[src/rtl/fifo_wr_ctrl.sv]
// Write-side controller for the ip_fifo test loop.
// Waits for empty, settles, then fills the FIFO with a counting burst.
module fifo_wr_ctrl #(
  parameter int                DATA_W    = 8,
  parameter logic [DATA_W-1:0] START_VAL = '0,
  parameter int                WAIT_CYC  = 10,
  parameter int                CNT_W     = 16
) (
  input  logic              wr_clk,
  input  logic              rst_n,
  input  logic              wr_rst_busy,
  input  logic              empty,
  input  logic              almost_full,
  input  logic              full,
  output logic              fifo_wr_en,
  output logic [DATA_W-1:0] fifo_wr_data,
  output logic [CNT_W-1:0]  burst_cnt,
  output logic              overflow_err
);

  localparam int WCW = (WAIT_CYC > 1) ? $clog2(WAIT_CYC) : 1;
  localparam logic [WCW-1:0] WLAST = WCW'(WAIT_CYC - 1);

  typedef enum logic [1:0] {
    ARM   = 2'd0,
    IDLE  = 2'd1,
    WAIT  = 2'd2,
    WRITE = 2'd3
  } state_e;

  state_e             st_q;
  logic               e1_q;
  logic               e2_q;
  logic               wr_en_q;
  logic [DATA_W-1:0]  data_q;
  logic [DATA_W-1:0]  data_d;
  logic [CNT_W-1:0]   burst_q;
  logic               ovf_q;
  logic [WCW-1:0]     wcnt_q;

  assign data_d = data_q + 1'b1;

  always_ff @(posedge wr_clk or negedge rst_n) begin
    if (!rst_n) begin
      st_q    <= ARM;
      e1_q    <= 1'b0;
      e2_q    <= 1'b0;
      wr_en_q <= 1'b0;
      data_q  <= START_VAL;
      burst_q <= '0;
      ovf_q   <= 1'b0;
      wcnt_q  <= '0;
    end else begin
      e1_q <= empty;
      e2_q <= e1_q;
      if (wr_en_q && full)
        ovf_q <= 1'b1;
      if (wr_rst_busy) begin
        st_q    <= ARM;
        wr_en_q <= 1'b0;
        data_q  <= START_VAL;
        wcnt_q  <= '0;
      end else begin
        unique case (st_q)
          // ARM waits for a fresh non-empty so a stale flag cannot retrigger
          ARM: begin
            if (!e2_q)
              st_q <= IDLE;
          end
          IDLE: begin
            data_q <= START_VAL;
            wcnt_q <= '0;
            if (e2_q)
              st_q <= WAIT;
          end
          WAIT: begin
            if (wcnt_q == WLAST) begin
              st_q    <= WRITE;
              wr_en_q <= 1'b1;
            end else begin
              wcnt_q <= wcnt_q + 1'b1;
            end
          end
          WRITE: begin
            data_q <= data_d;
            if (almost_full || full) begin
              wr_en_q <= 1'b0;
              burst_q <= burst_q + 1'b1;
              st_q    <= ARM;
            end
          end
        endcase
      end
    end
  end

  assign fifo_wr_en   = wr_en_q;
  assign fifo_wr_data = data_q;
  assign burst_cnt    = burst_q;
  assign overflow_err = ovf_q;

endmodule
[config.mk]
export PLATFORM = sky130hd
export DESIGN_NAME = fifo_wr_ctrl
export DESIGN_NICKNAME = d
export VERILOG_FILES = /design/src/rtl/fifo_wr_ctrl.sv
export SDC_FILE = /design/constraint.sdc
export NUM_CORES = 1
export LEC_CHECK = 0
export BUFFER_PORTS_ARGS = -buffer_cell sky130_fd_sc_hd__buf_4
export CAP_MARGIN = 10
export CORE_MARGIN = 5
export CORE_UTILIZATION = 49
export DETAILED_ROUTE_END_ITERATION = 16
export PLACE_DENSITY = 0.85
export SKIP_CTS_REPAIR_TIMING = 1
export SYNTH_ARGS = -nofsm -noshare
export SYNTH_HDL_FRONTEND = slang
export SYNTH_SLANG_ARGS = --single-unit
export TNS_END_PERCENT = 20
[constraint.sdc]
create_clock -name wr_clk -period 1.66 [get_ports wr_clk]
set_input_delay 0.166 -clock wr_clk [delete_from_list [all_inputs] [get_ports wr_clk]]
set_output_delay 0.166 -clock wr_clk [all_outputs]
set_load 0.01 [all_outputs]
==> run summary, run 1 <==
outcome - complete, no violations
clock latency on the worst-skew pair - 0.34 ns
Slew Limit Fails - 0
Unique masters post-synth - 33
fin crit period - 1.619 ns
H-tree level count - 2
HP Class - in2reg
crit share post-route - 97.50%
Final Cell Area - 0.002125 mm²
worst slew pin tran - 0.4131 ns
main combinational cell family by area after synthesis - simple AND/OR/NAND/NOR gates
r2r setup slk - 0.04 ns
DR WL/cell - 14.14 µm
commonest cells after routing, fill and taps aside - 38 x buf_4, 33 x dfrtp_1, 15 x nor2_1
# DRC - 0
port bufs - 31
Final Hold Viols - 0
Syn Nets - 171
Leak Pwr - 0.001063 µW
Root Driver - clkbuf_4
yosys warns - 0
Antenna Nets Post-Route - 0
power density of the placed cells - 929.8 mW/mm²
reg2reg start - st_q[1]$_DFFE_PN0P_
Worst R2R Path Depth - 5
Peak VDD IR - 455.1 µV
largest net degree at the start of global routing - 35
Worst-path clk slew - 0.10 ns
share of cells above drive strength 1 - 29.50%
worst path required time - 1.91 ns
worst hold stages - 2
Critical Path Start Type - flop
busiest grt layer - met2
RSZ-0062 raised after global routing - yes
total power - 1975 µW
grt met3 use - 4.638%
Syn Inst Count - 157
Yosys reg bits - 34
Core Footprint - 0.003363 mm²
Die Width - 69.19 µm
net switching power - 645.3 µW
Sequential Power Share - 48.6%
Core Rows - 21
Final Wtd Congestion - 0.8032
post-layout util - 63.17%
GR Util met2 - 24.05%
I/O Pins - 32
global-route wire length before repair - 6023 µm
Syn Std Cell Area - 0.001717 mm²
post-DP HPWL - 2468 µm
internal power - 1330 µW
Via-to-Cell Ratio - 5.378
full die area - 0.004787 mm²
mux share of post-synthesis cell area - 3.717%
leading cell type in the layout, fill and taps excluded - buf_4
post-synthesis adder-cell area fraction - 5.831%
gr ovfl total - 0
Post-Synth XOR/XNOR Area - 9.184%
number of max-cap violations - 0
Total Wirelength - 3479 µm
CTS tree - done
met1 Usage GRT - 19.93%
drt pass-1 iters - 4
post-synthesis simple-gate area fraction - 21.50%
synthesized area per cell - 10.93 µm²
combinational power share - 29.9%
vias in the first global route - 1325
Slew headroom - 72.26%
Clk pwr share - 21.5%
NumNets Final - 214
clock buffer depth - 2
HP Start - full
# clock sinks - 34
initial antenna violation count - 0
Starting Density - 51.04%
skew final - 0.006419 ns
Die H - 69.19 µm
DR vias - 1323
Worst Hold Endpoint - overflow_err$_DFFE_PN0P_
initial drt markers - 79
Max Freq - 617.8 MHz
Arr. time, crit path - 1.87 ns
Overall Global Routing Usage - 15.56%
diode count - 0
Seq/Total Area, Yosys - 49.56%
placed cell area - 0.002022 mm²
Setup CP Type - reg2reg
capture point of the worst reg-to-reg path - fifo_wr_data[5]$_DFFE_PN0P_
CTS Buf Count - 5
final setup fails - 0
Layout Area Growth over Synthesis - 23.76%
Worst setup EP type - flop
worst-path fanout max - 7
Net Sw Frac - 32.67%
Synth Area in Compound Gates - 7.945%
## power groups by stage
stage	registers [µW]	clock network [µW]	logic (µW)
final	960	424	591
after global placement	965	0	505
after detailed placement	970	0	525
after CTS	953	434	529
after global routing	969	469	670
after floorplan	971	0	321
## flip-flops by register name (all words and copies together) (netlist names)
signal        flops
fifo_wr_en        1
wcnt_q            4
e1_q              1
fifo_wr_data      8
e2_q              1
overflow_err      1
st_q              2
burst_cnt        16
## metal layers
metal / up-vias / wire [µm] / share of wire [%]
li1: 638 / - / -
met1: 631 / 1498 / 43
met5: - / 0 / 0
met3: 8 / 231 / 6.6
met4: 0 / 67 / 1.9
met2: 46 / 1682 / 48
## through the flow
step | cells | setup TNS [ns] | hold WS [ns] | worst slack (ns)
5_1_grt | 246 | -0.2117 | 0.07737 | -0.06280
6_report | 246 | 0 | 0.06861 | 0.04143
4_1_cts | 242 | -0.06583 | -0.2451 | -0.02600
2_1_floorplan | 157 | 0 | -0.1296 | 0.03099
3_3_place_gp | 235 | 0 | 0.1274 | 0.06190
3_5_place_dp | 235 | -0.007102 | 0.1290 | -0.005165
## cell usage after synthesis
cell type / count / area (µm²)
nor3_1: 1 / 5.000
nor2b_1: 1 / 6.260
a2bb2oi_1: 1 / 8.760
and4_1: 3 / 26.28
a221oi_2: 1 / 15.01
a21o_1: 1 / 7.510
clkbuf_1: 2 / 7.510
or3_1: 3 / 18.77
nand3_1: 13 / 65.06
and3_1: 4 / 25.02
nor4_4: 2 / 42.54
mux2i_1: 3 / 30.03
xnor2_1: 13 / 113.9
nor2_1: 15 / 56.30
or3b_2: 1 / 8.760
and3b_1: 1 / 8.760
ha_1: 8 / 100.1
nor3b_1: 2 / 15.01
a22oi_1: 4 / 30.03
xor2_1: 5 / 43.79
o21ai_4: 1 / 16.27
buf_2: 1 / 5.000
inv_1: 4 / 15.01
nand4_1: 2 / 12.51
mux2_2: 3 / 33.78
buf_6: 1 / 11.26
nand3b_4: 1 / 20.02
dfrtp_1: 34 / 850.8
and2_1: 1 / 6.260
nand2_1: 14 / 52.55
o21ai_0: 3 / 15.01
a21oi_1: 5 / 25.02
a31oi_1: 3 / 18.77
## worst max-delay path, cell delays in order (launching register included)
cell     delay (ns)
dfrtp_1        0.42
ha_2           0.28
buf_4          0.18
nand2_1        0.13
or3_1          0.33
a31oi_1        0.19
## cells by family (layout without fill, tap and decap cells)
logic type | after synthesis | in the layout
AND/OR/NAND/NOR | 64 | 64
flip-flops | 34 | 34
AO/OA/AOI/OAI | 19 | 19
XOR/XNOR | 18 | 18
adder cells (fa/ha/maj) | 8 | 8
buffers and inverters | 8 | 51
multiplexers | 6 | 6
## worst max path at each step
stage | from | to | slack, ns | cells after the start
detailed placement | st_q[1]$_DFFE_PN0P_ | st_q[1]$_DFFE_PN0P_ | -0.005 | 6
global route | st_q[1]$_DFFE_PN0P_ | fifo_wr_data[7]$_DFFE_PN0P_ | -0.06 | 5
finish | st_q[1]$_DFFE_PN0P_ | fifo_wr_data[5]$_DFFE_PN0P_ | 0.04 | 5
global placement | st_q[0]$_DFFE_PN0P_ | burst_cnt[15]$_DFFE_PN0P_ | 0.06 | 5
floorplan | st_q[0]$_DFFE_PN0P_ | st_q[1]$_DFFE_PN0P_ | 0.03 | 6
CTS | st_q[1]$_DFFE_PN0P_ | burst_cnt[15]$_DFFE_PN0P_ | -0.03 | 5
## layout make-up
cell class | instances | area [µm²]
Fill cell | 309 | 1239
Sequential cell | 34 | 852.1
Multi-Input combinational cell | 115 | 847.1
Timing Repair Buffer | 40 | 305.3
Tap cell | 46 | 57.56
Clock buffer | 5 | 37.54
Inverter | 4 | 15.01
Clock inverter | 2 | 10.01
Power figures use the tool's default switching activity.
==> run 2: changes to the inputs <==
Clock period 1.66 ns to 1.3 ns, I/O delays scaled along.
==> run 2 against run 1 <==
  * The run now ends with setup timing left
  * Die area stayed put
  * Critical path depth is 1 higher
  * Register-to-register slack worse by 0.35 ns
  * Clock power is 46% higher
  * Flip-flop and latch count stayed put
  * First-iteration DRC count is 53% higher
==> run summary, run 2 (synthesized netlist as in run 1, its figures left out) <==
outcome - complete, but fails checks (was complete, no violations)
failing checks - setup timing
Worst-path clk slew - 0.10 ns (about the same)
Worst path max stage delay - 0.40 ns (was 0.42 ns)
Final Wtd Congestion - 0.8006 (was 0.8032)
port bufs - 31 (unchanged)
CP Buf/Inv Count - 1 (unchanged)
worst path required time - 1.53 ns (was 1.91 ns)
full die area - 0.004787 mm² (unchanged)
reg2reg start - st_q[1]$_DFFE_PN0P_ (unchanged)
post-DP HPWL - 2919 µm (was 2468 µm)
Die H - 69.19 µm (unchanged)
Total Wirelength - 4063 µm (was 3479 µm)
clock buffer depth - 2 (unchanged)
Worst setup EP type - flop (unchanged)
Core Footprint - 0.003363 mm² (unchanged)
fin crit period - 1.613 ns (was 1.619 ns)
drt pass-1 iters - 4 (unchanged)
HP Start - full (unchanged)
# DRC - 0 (unchanged)
crit-path cells - inv_1 > ha_2 > mux2_4 > a221oi_4 > mux2i_1 > nor2_1 (was ha_2 > buf_4 > nand2_1 > or3_1 > a31oi_1)
Max Freq - 620.1 MHz (was 617.8 MHz)
diode count - 0 (unchanged)
Layout Area Growth over Synthesis - 40.82% (was 23.76%)
setup TNS - -4.395 ns (was 0 ns)
Via-to-Cell Ratio - 5.313 (was 5.378)
Antenna Nets Post-Route - 0 (unchanged)
Place WS - -0.3269 ns (was -0.005165 ns)
Arr. time, crit path - 1.85 ns (was 1.87 ns)
placed cell area - 0.002292 mm² (was 0.002022 mm²)
Setup CP Type - reg2reg (unchanged)
# clock sinks - 34 (unchanged)
NumNets Final - 245 (was 214)
Root Driver - clkbuf_4 (unchanged)
Core Rows - 21 (unchanged)
clock latency on the worst-skew pair - 0.34 ns (about the same)
worst slew pin tran - 0.4306 ns (was 0.4131 ns)
worst-path fanout max - 3 (was 7)
CP startpoint - st_q[1]$_DFFE_PN0P_ (unchanged)
Crit path max-delay family - multiplexers (was simple AND/OR/NAND/NOR gates)
gr ovfl total - 0 (unchanged)
CTS Buf Count - 5 (unchanged)
worst hold stages - 2 (unchanged)
power density of the placed cells - 1169 mW/mm² (was 929.8 mW/mm²)
Final Hold Viols - 0 (unchanged)
Die Width - 69.19 µm (unchanged)
commonest cells after routing, fill and taps aside - 69 x buf_4, 33 x dfrtp_1, 15 x nor2_1 (was 38 x buf_4, 33 x dfrtp_1, 15 x nor2_1)
Leak Pwr - 0.001239 µW (was 0.001063 µW)
skew final - 0.01214 ns (was 0.006419 ns)
number of max-cap violations - 0 (unchanged)
Critical Path Start Type - flop (unchanged)
Slew headroom - 71.30% (was 72.26%)
share of cells above drive strength 1 - 40.95% (was 29.50%)
total power - 2827 µW (was 1975 µW)
RSZ-0062 raised after global routing - yes (unchanged)
DR vias - 1477 (was 1323)
HP Class - in2reg (unchanged)
final setup fails - 27 (was 0)
H-tree level count - 2 (unchanged)
fin worst setup slack - -0.3126 ns (was 0.04143 ns)
vias in the first global route - 1480 (was 1325)
leading cell type in the layout, fill and taps excluded - buf_4 (unchanged)
Worst path depth - 6 (was 5)
CTS tree - done (unchanged)
r2r setup slk - -0.31 ns (was 0.04 ns)
Overall Global Routing Usage - 17.26% (was 15.56%)
post-layout util - 71.88% (was 63.17%)
I/O Pins - 32 (unchanged)
crit share post-route - 124.0% (was 97.50%)
Final Cell Area - 0.002417 mm² (was 0.002125 mm²)
initial drt markers - 121 (was 79)
CP max stage cell - dfrtp_1 (unchanged)
Slew Limit Fails - 0 (unchanged)
largest net degree at the start of global routing - 35 (unchanged)
Starting Density - 51.04% (unchanged)
max reg flops - 16 (unchanged)
Worst R2R Path Depth - 6 (was 5)
global-route wire length before repair - 6720 µm (was 6023 µm)
Peak VDD IR - 758.8 µV (was 455.1 µV)
initial antenna violation count - 0 (unchanged)
DR WL/cell - 14.62 µm (was 14.14 µm)
## run 2: changes by cell type in the layout (fill, tap and decap cells not counted), moves of 2 or more
cell | before | now
ha_1 | 6 | 4
inv_2 | 2 | 0
buf_4 | 38 | 69
ha_4 | 0 | 2
## run 2: worst paths after layout
kind / end
worst max-delay path: st_q[1]$_DFFE_PN0P_
worst min-delay path: overflow_err$_DFFE_PN0P_
worst max register to register: st_q[1]$_DFFE_PN0P_
worst min register to register: e2_q$_DFF_PN0_
max in group asynchronous: st_q[0]$_DFFE_PN0P_
min in group asynchronous: fifo_wr_data[0]$_DFFE_PN0P_
## run 2: layout make-up
class                      instances  area [µm²]
timing repair buffer              71       538.0
sequential                        34       852.1
multi-input combinational        115       892.1
tap                               46       57.56
inverter                           4       17.52
fill                             267       945.9
clock buffer                       7       55.05
clock inverter                     1       5.005
## run 2: power breakdown
part	switching, µW	internal [µW]
logic	481	518
clock network	358	262
registers	78.1	1130
## run 2: stage by stage
| stage | hold WS (ns) | instances |
|---|---|---|
| floorplan | -0.1656 | 157 |
| global placement | 0.09556 | 268 |
| detailed placement | 0.1011 | 268 |
| CTS | -0.2756 | 276 |
| global route | 0.02627 | 278 |
| finish | 0.03494 | 278 |
## run 2: layer usage
layer | global-route usage, % | share of wire [%] | up-vias
met3 | 5.507 | 4.8 | 8
met1 | 21.81 | 43 | 727
met5 | 0 | 0 | -
li1 | - | - | 701
met2 | 28.07 | 51 | 41
met4 | 5.423 | 1.1 | 0
